`config.mk`:
```
export PLATFORM = sky130hd
export DESIGN_NAME = fp_addsub_seq
export DESIGN_NICKNAME = d
export VERILOG_FILES = /design/src/rtl/fp_addsub_seq.sv
export SDC_FILE = /design/constraint.sdc
export NUM_CORES = 1
export LEC_CHECK = 0
export CAP_MARGIN = 15
export CORE_MARGIN = 3
export CORE_UTILIZATION = 38
export DETAILED_ROUTE_END_ITERATION = 10
export HOLD_SLACK_MARGIN = 0.03
export PLACE_DENSITY = 0.64
export SLEW_MARGIN = 0
export SYNTH_ARGS = -nofsm -noshare
export SYNTH_HDL_FRONTEND = slang
export SYNTH_SLANG_ARGS = --single-unit
```
`constraint.sdc`:
```
create_clock -name clk -period 4.2 [get_ports clk]
set_input_delay 0.63 -clock clk [delete_from_list [all_inputs] [get_ports clk]]
set_output_delay 0.63 -clock clk [all_outputs]
set_load 0.02 [all_outputs]
```
`src/rtl/fp_addsub_seq.sv`:
```
// Multi-cycle IEEE-style floating-point adder/subtractor (align, add, normalize, round).
// Define FPADD_ROUND_EN for round-to-nearest-even; otherwise ROUND truncates.
module fp_addsub_seq #(
  parameter int EXP_W = 8,
  parameter int MAN_W = 23
) (
  input  logic                   clk,
  input  logic                   rst,
  input  logic                   start,
  input  logic                   op,
  input  logic [EXP_W+MAN_W:0]   a_in,
  input  logic [EXP_W+MAN_W:0]   b_in,
  output logic                   busy,
  output logic                   done,
  output logic [EXP_W+MAN_W:0]   result,
  output logic                   ovf
);
  localparam int W  = 1 + EXP_W + MAN_W;
  localparam int D  = MAN_W + 5;
  localparam int CW = $clog2(MAN_W + 4);
  localparam logic [EXP_W-1:0] EXP_MAX   = {EXP_W{1'b1}};
  localparam logic [EXP_W:0]   EXP_ONE   = {{EXP_W{1'b0}}, 1'b1};
  localparam logic [CW-1:0]    CNT_ONE   = {{(CW-1){1'b0}}, 1'b1};
  localparam logic [CW-1:0]    SHIFT_LIM = CW'(MAN_W + 3);

  typedef enum logic [2:0] {IDLE, LOAD, ALIGN, ADD, NORM, ROUND, FIN} state_t;

  state_t           state_r, state_s;
  logic [W-1:0]     a_cap_r, a_cap_s, b_cap_r, b_cap_s;
  logic             op_r, op_s;
  logic             sign_r, sign_s, eff_sub_r, eff_sub_s, zflush_r, zflush_s;
  logic [EXP_W:0]   exp_r, exp_s;
  logic [EXP_W-1:0] diff_r, diff_s;
  logic [CW-1:0]    cnt_r, cnt_s;
  logic [D-1:0]     ma_r, ma_s, mb_r, mb_s;
  logic [W-1:0]     pack_r, pack_s, result_r, result_s;
  logic             povf_r, povf_s, ovf_r, ovf_s, done_r, done_s, busy_r, busy_s;

  logic             sa_s, sb_s, a_big_s, inc_s;
  logic [EXP_W-1:0] ea_s, eb_s;
  logic [MAN_W-1:0] fa_s, fb_s, man_fin_s;
  logic [MAN_W+1:0] rnd_s;
  logic [EXP_W:0]   exp_fin_s;

  // Right shift by one that folds the bits falling off into the sticky position.
  function automatic logic [D-1:0] shr_sticky(input logic [D-1:0] v);
    shr_sticky = {1'b0, v[D-1:2], v[1] | v[0]};
  endfunction

  assign sa_s    = a_cap_r[W-1];
  assign ea_s    = a_cap_r[W-2:MAN_W];
  assign fa_s    = a_cap_r[MAN_W-1:0];
  assign sb_s    = b_cap_r[W-1] ^ op_r;
  assign eb_s    = b_cap_r[W-2:MAN_W];
  assign fb_s    = b_cap_r[MAN_W-1:0];
  assign a_big_s = ({ea_s, fa_s} >= {eb_s, fb_s});

`ifdef FPADD_ROUND_EN
  logic g_s, rs_s, lsb_s;
  assign lsb_s = ma_r[3];
  assign g_s   = ma_r[2];
  assign rs_s  = ma_r[1] | ma_r[0];
  assign inc_s = g_s & (rs_s | lsb_s);
`else
  assign inc_s = 1'b0;
`endif

  // Datapath layout: {carry, hidden, mantissa, guard, round, sticky}.
  assign rnd_s     = {1'b0, ma_r[D-2:3]} + {{(MAN_W+1){1'b0}}, inc_s};
  assign exp_fin_s = exp_r + {{EXP_W{1'b0}}, rnd_s[MAN_W+1]};
  assign man_fin_s = rnd_s[MAN_W+1] ? rnd_s[MAN_W:1] : rnd_s[MAN_W-1:0];

  // Next-state and datapath update for each FSM phase.
  always_comb begin
    state_s   = state_r;
    a_cap_s   = a_cap_r;
    b_cap_s   = b_cap_r;
    op_s      = op_r;
    sign_s    = sign_r;
    eff_sub_s = eff_sub_r;
    zflush_s  = zflush_r;
    exp_s     = exp_r;
    diff_s    = diff_r;
    cnt_s     = cnt_r;
    ma_s      = ma_r;
    mb_s      = mb_r;
    pack_s    = pack_r;
    povf_s    = povf_r;
    result_s  = result_r;
    ovf_s     = ovf_r;
    done_s    = 1'b0;
    busy_s    = busy_r;
    case (state_r)
      IDLE: begin
        if (start) begin
          a_cap_s = a_in;
          b_cap_s = b_in;
          op_s    = op;
          busy_s  = 1'b1;
          state_s = LOAD;
        end else begin
          state_s = IDLE;
        end
      end
      LOAD: begin
        povf_s    = 1'b0;
        zflush_s  = 1'b0;
        cnt_s     = {CW{1'b0}};
        eff_sub_s = sa_s ^ sb_s;
        if (ea_s == EXP_MAX) begin
          pack_s  = a_cap_r;
          state_s = FIN;
        end else if (eb_s == EXP_MAX) begin
          pack_s  = {sb_s, eb_s, fb_s};
          state_s = FIN;
        end else if ((ea_s == {EXP_W{1'b0}}) && (eb_s == {EXP_W{1'b0}})) begin
          pack_s  = {sa_s & sb_s, {(W-1){1'b0}}};
          state_s = FIN;
        end else if (ea_s == {EXP_W{1'b0}}) begin
          pack_s  = {sb_s, eb_s, fb_s};
          state_s = FIN;
        end else if (eb_s == {EXP_W{1'b0}}) begin
          pack_s  = a_cap_r;
          state_s = FIN;
        end else if (a_big_s) begin
          sign_s  = sa_s;
          exp_s   = {1'b0, ea_s};
          diff_s  = ea_s - eb_s;
          ma_s    = {2'b01, fa_s, 3'b000};
          mb_s    = {2'b01, fb_s, 3'b000};
          state_s = ALIGN;
        end else begin
          sign_s  = sb_s;
          exp_s   = {1'b0, eb_s};
          diff_s  = eb_s - ea_s;
          ma_s    = {2'b01, fb_s, 3'b000};
          mb_s    = {2'b01, fa_s, 3'b000};
          state_s = ALIGN;
        end
      end
      ALIGN: begin
        if ((diff_r == {EXP_W{1'b0}}) || (cnt_r == SHIFT_LIM)) begin
          state_s = ADD;
        end else begin
          mb_s   = shr_sticky(mb_r);
          diff_s = diff_r - {{(EXP_W-1){1'b0}}, 1'b1};
          cnt_s  = cnt_r + CNT_ONE;
        end
      end
      ADD: begin
        ma_s    = eff_sub_r ? (ma_r - mb_r) : (ma_r + mb_r);
        state_s = NORM;
      end
      NORM: begin
        if (ma_r[D-1]) begin
          ma_s    = shr_sticky(ma_r);
          exp_s   = exp_r + EXP_ONE;
          state_s = ROUND;
        end else if (ma_r[D-2]) begin
          state_s = ROUND;
        end else if (ma_r == {D{1'b0}}) begin
          sign_s   = 1'b0;
          zflush_s = 1'b1;
          state_s  = ROUND;
        end else if (exp_r <= EXP_ONE) begin
          zflush_s = 1'b1;
          state_s  = ROUND;
        end else begin
          ma_s  = {ma_r[D-2:0], 1'b0};
          exp_s = exp_r - EXP_ONE;
        end
      end
      ROUND: begin
        if (zflush_r) begin
          pack_s = {sign_r, {(W-1){1'b0}}};
          povf_s = 1'b0;
        end else if (exp_fin_s >= {1'b0, EXP_MAX}) begin
          pack_s = {sign_r, EXP_MAX, {MAN_W{1'b0}}};
          povf_s = 1'b1;
        end else begin
          pack_s = {sign_r, exp_fin_s[EXP_W-1:0], man_fin_s};
          povf_s = 1'b0;
        end
        state_s = FIN;
      end
      FIN: begin
        result_s = pack_r;
        ovf_s    = povf_r;
        done_s   = 1'b1;
        busy_s   = 1'b0;
        state_s  = IDLE;
      end
      default: begin
        busy_s  = 1'b0;
        state_s = IDLE;
      end
    endcase
  end

  // Register bank; an asynchronous reset aborts any operation in flight.
  always_ff @(posedge clk or negedge rst) begin
    if (!rst) begin
      state_r   <= IDLE;
      a_cap_r   <= {W{1'b0}};
      b_cap_r   <= {W{1'b0}};
      op_r      <= 1'b0;
      sign_r    <= 1'b0;
      eff_sub_r <= 1'b0;
      zflush_r  <= 1'b0;
      exp_r     <= {(EXP_W+1){1'b0}};
      diff_r    <= {EXP_W{1'b0}};
      cnt_r     <= {CW{1'b0}};
      ma_r      <= {D{1'b0}};
      mb_r      <= {D{1'b0}};
      pack_r    <= {W{1'b0}};
      povf_r    <= 1'b0;
      result_r  <= {W{1'b0}};
      ovf_r     <= 1'b0;
      done_r    <= 1'b0;
      busy_r    <= 1'b0;
    end else begin
      state_r   <= state_s;
      a_cap_r   <= a_cap_s;
      b_cap_r   <= b_cap_s;
      op_r      <= op_s;
      sign_r    <= sign_s;
      eff_sub_r <= eff_sub_s;
      zflush_r  <= zflush_s;
      exp_r     <= exp_s;
      diff_r    <= diff_s;
      cnt_r     <= cnt_s;
      ma_r      <= ma_s;
      mb_r      <= mb_s;
      pack_r    <= pack_s;
      povf_r    <= povf_s;
      result_r  <= result_s;
      ovf_r     <= ovf_s;
      done_r    <= done_s;
      busy_r    <= busy_s;
    end
  end

  assign busy   = busy_r;
  assign done   = done_r;
  assign result = result_r;
  assign ovf    = ovf_r;

endmodule

```
==> results.json <==
{
  "multi_input_area_um2": 7960,
  "stdcell_count": 2177,
  "clock-sinks": 216,
  "rr_startpoint": "mb_r[0]$_DFFE_PN0P_",
  "ys_warn_count": 0,
  "root_buffer": "clkbuf_16",
  "max_slew_margin_pct": 29.8,
  "cts_made_buffers": 25,
  "grt_max_degree": 109,
  "setup_tns_ps": 0,
  "netlist_instances": 1633,
  "tightest_slew_ps": 1050,
  "ios": 103,
  "placed_cells": 2130,
  "grt_pass1_wl_um": 67300,
  "netlist_area_um2": 14000,
  "startpoint_type": "flop",
  "drive_gt1_share_pct": 8.80,
  "antenna_found_initial": 0,
  "dr.pass1.iters": 8,
  "slowest_stage": "o31ai_2",
  "gp_congestion": 0.930,
  "synth_fp_nets": 1779,
  "drc": 0,
  "max_stage_delay_ps": 470,
  "async_flop_share_pct": 100,
  "synth_edf_count": 0,
  "die_h_um": 198,
  "die_w_um": 198,
  "syn2layout_area_growth_pct": 16.6,
  "hpwl_um": 31000,
  "htree_levels": 1,
  "drt_iter0_markers": 1435,
  "crit_type": "reg2reg",
  "grt_pass1_vias": 12000,
  "cp-end-kind": "flop",
  "grt.total_usage_pct": 21.3,
  "finalWirelength_um": 41800,
  "maxSlewViolCount": 0,
  "dr_total_vias": 12400,
  "gr-total-overflow": 0,
  "crit_start": "mb_r[0]$_DFFE_PN0P_",
  "yosys.area.top_type": "dfrtp_1",
  "seq_area_frac_synth_pct": 38.5,
  "hold_slack_ps": 122,
  "core-area_um2": 36000,
  "post-cts-setup-buffers": 0,
  "initial_utilization_pct": 39.0,
  "setup_violations": 0,
  "fmax_ghz": 0.260,
  "num_antenna_cells": 0,
  "clkTransAtPathRegs_ps": 60,
  "crit_top_cell": "ha_1",
  "clock_latency_ps": 550,
  "ant_nets": 0,
  "max-cap-violations": 0,
  "skew_ps": 11.6,
  "crit_chain": "inv_1 -> ha_1 -> nand3b_1 -> nor2b_1 -> and2_1 -> nor2_1 -> xnor2_1 -> ha_1 -> a21oi_2 -> a21boi_1 -> or2_2 -> a32o_1 -> o31ai_2 -> a21oi_1 -> or3_1 -> nand3_1",
  "synth_area_leaders": "dfrtp_1, ha_1, nand2_1, a21oi_1, mux2_2",
  "cp_max_fo": 8,
  "fillers": 3484,
  "ys_ff_latch": 216,
  "regArea_um2": 5410,
  "wl_per_cell_um": 19.2,
  "row_count": 69,
  "cp_data_arrival_time_ps": 4330,
  "vias_per_cell": 5.69,
  "hold_viol": 0,
  "nets": 1843,
  "cts_tree": "yes",
  "port_buffers": 102,
  "critPathRequiredTime_ps": 4690,
  "synth_cell_types": 80,
  "min_path_type": "in2async",
  "cts_max_path_buffers": 3,
  "fin_crit_sh_pct": 91.5,
  "layout_min_cycle_time_ps": 3840,
  "syn_area_per_cell_um2": 8.59,
  "yosys.area.top_type_share_pct": 38.5,
  "dieArea_um2": 39300,
  "status": "finished, final reports clean",
  "synthFlopType": "dfrtp_1",
  "rsz0062_at_grt": "no"
}
-- critical path, delay by kind of cell, from the launching register on --
kind	cells	cell delay (ps)
AND/OR/NAND/NOR	7	1310
AO/OA/AOI/OAI	5	1180
adder cells (fa/ha/maj)	2	590
flip-flops	1	430
XOR/XNOR	1	150
buffers and inverters	1	90
-- layer usage --
metal | vias to the layer above | GRT usage, % | wire (µm)
li1 | 5984 | - | -
met3 | 68 | 3.93 | 3420
met4 | 0 | 5.48 | 973
met1 | 5882 | 32.9 | 20100
met5 | - | 0 | 0
met2 | 449 | 30.5 | 17300
-- through the flow --
| stage | cell area (µm²) | setup slack, ps | util, % |
|---|---|---|---|
| floorplan | 14000 | 818 | - |
| global placement | 15500 | 406 | 42.9 |
| detailed placement | 15500 | 333 | 42.9 |
| CTS | 16300 | 320 | 45.4 |
| global route | 16400 | 47.7 | 45.5 |
| finish | 16400 | 358 | 45.5 |
-- placed cells by master, fill, tap and decap left out, types with 14 or more instances in the layout --
cell	synthesis	routed
nand2_1	246	246
dfrtp_1	216	216
nor2_1	152	151
a21oi_1	134	134
o21ai_0	112	112
clkdlybuf4s50_1	0	101
ha_1	75	75
inv_1	74	74
mux2_2	54	54
mux2i_1	46	46
xnor2_1	38	38
nand3_1	32	32
nor3_1	33	30
o21ai_1	27	26
clkbuf_16	0	25
buf_4	8	23
o22ai_1	22	22
nand4_1	21	21
a31oi_1	20	20
a21o_1	17	17
a211oi_1	16	16
nor4_1	15	14
-- state kept, by name, summed over array words and instances, names as in the netlist --
signal	count
sign_r	1
busy	1
op_r	1
diff_r	8
done	1
result	32
mb_r	27
povf_r	1
state_r	3
a_cap_r	32
ma_r	28
ovf	1
pack_r	32
exp_r	9
eff_sub_r	1
cnt_r	5
b_cap_r	32
zflush_r	1
-- timing repair --
item,CTS,global route
endpoints found under the setup margin,0,4
resized for setup,0,1
hold buffers,0,0
-- worst paths after layout --
| path | cells past startpoint | slack [ps] | to |
|---|---|---|---|
| max | 16 | 360 | ma_r[24]$_DFFE_PN0P_ |
| min | 1 | 120 | result[28]$_DFFE_PN0P_ |
| max reg2reg | 16 | 360 | ma_r[24]$_DFFE_PN0P_ |
| min reg2reg | 2 | 470 | result[10]$_DFFE_PN0P_ |
| max in group asynchronous | 2 | 3120 | diff_r[2]$_DFFE_PN0P_ |
| min in group clk | 2 | 470 | result[10]$_DFFE_PN0P_ |
-- synthesized netlist by cell type (all sizes together) (12+ instances only) --
| cell | number |
|---|---|
| mux2i | 46 |
| mux2 | 54 |
| nor2 | 153 |
| a222oi | 12 |
| o22ai | 23 |
| nor4 | 17 |
| ha | 75 |
| nand3 | 32 |
| a31oi | 20 |
| o21ai | 139 |
| nand2 | 247 |
| nor3 | 34 |
| xnor2 | 38 |
| a211oi | 16 |
| buf | 41 |
| clkbuf | 50 |
| nand4 | 21 |
| a21oi | 135 |
| a21o | 17 |
| inv | 75 |
| dfrtp | 216 |
-- cells by family after synthesis --
family,after synthesis,share of synthesized area (%)
AND/OR/NAND/NOR,572,18.6
adder cells (fa/ha/maj),78,7.11
multiplexers,100,7.61
flip-flops,216,38.5
buffers and inverters,167,5.21
XOR/XNOR,47,2.93
AO/OA/AOI/OAI,453,20.0
-- cell type report --
cell class | instances | share of cell area [%]
inverters | 76 | 1.74
repair buffers | 128 | 7.74
clock inverters | 14 | 1.09
flip-flops and latches | 216 | 33.0
clock buffers | 32 | 4.23
well taps | 461 | 3.52
multi-input cells | 1250 | 48.6
Power is not shown: default switching activity piles up to over one toggle a cycle in this logic, so the estimate is an artifact.
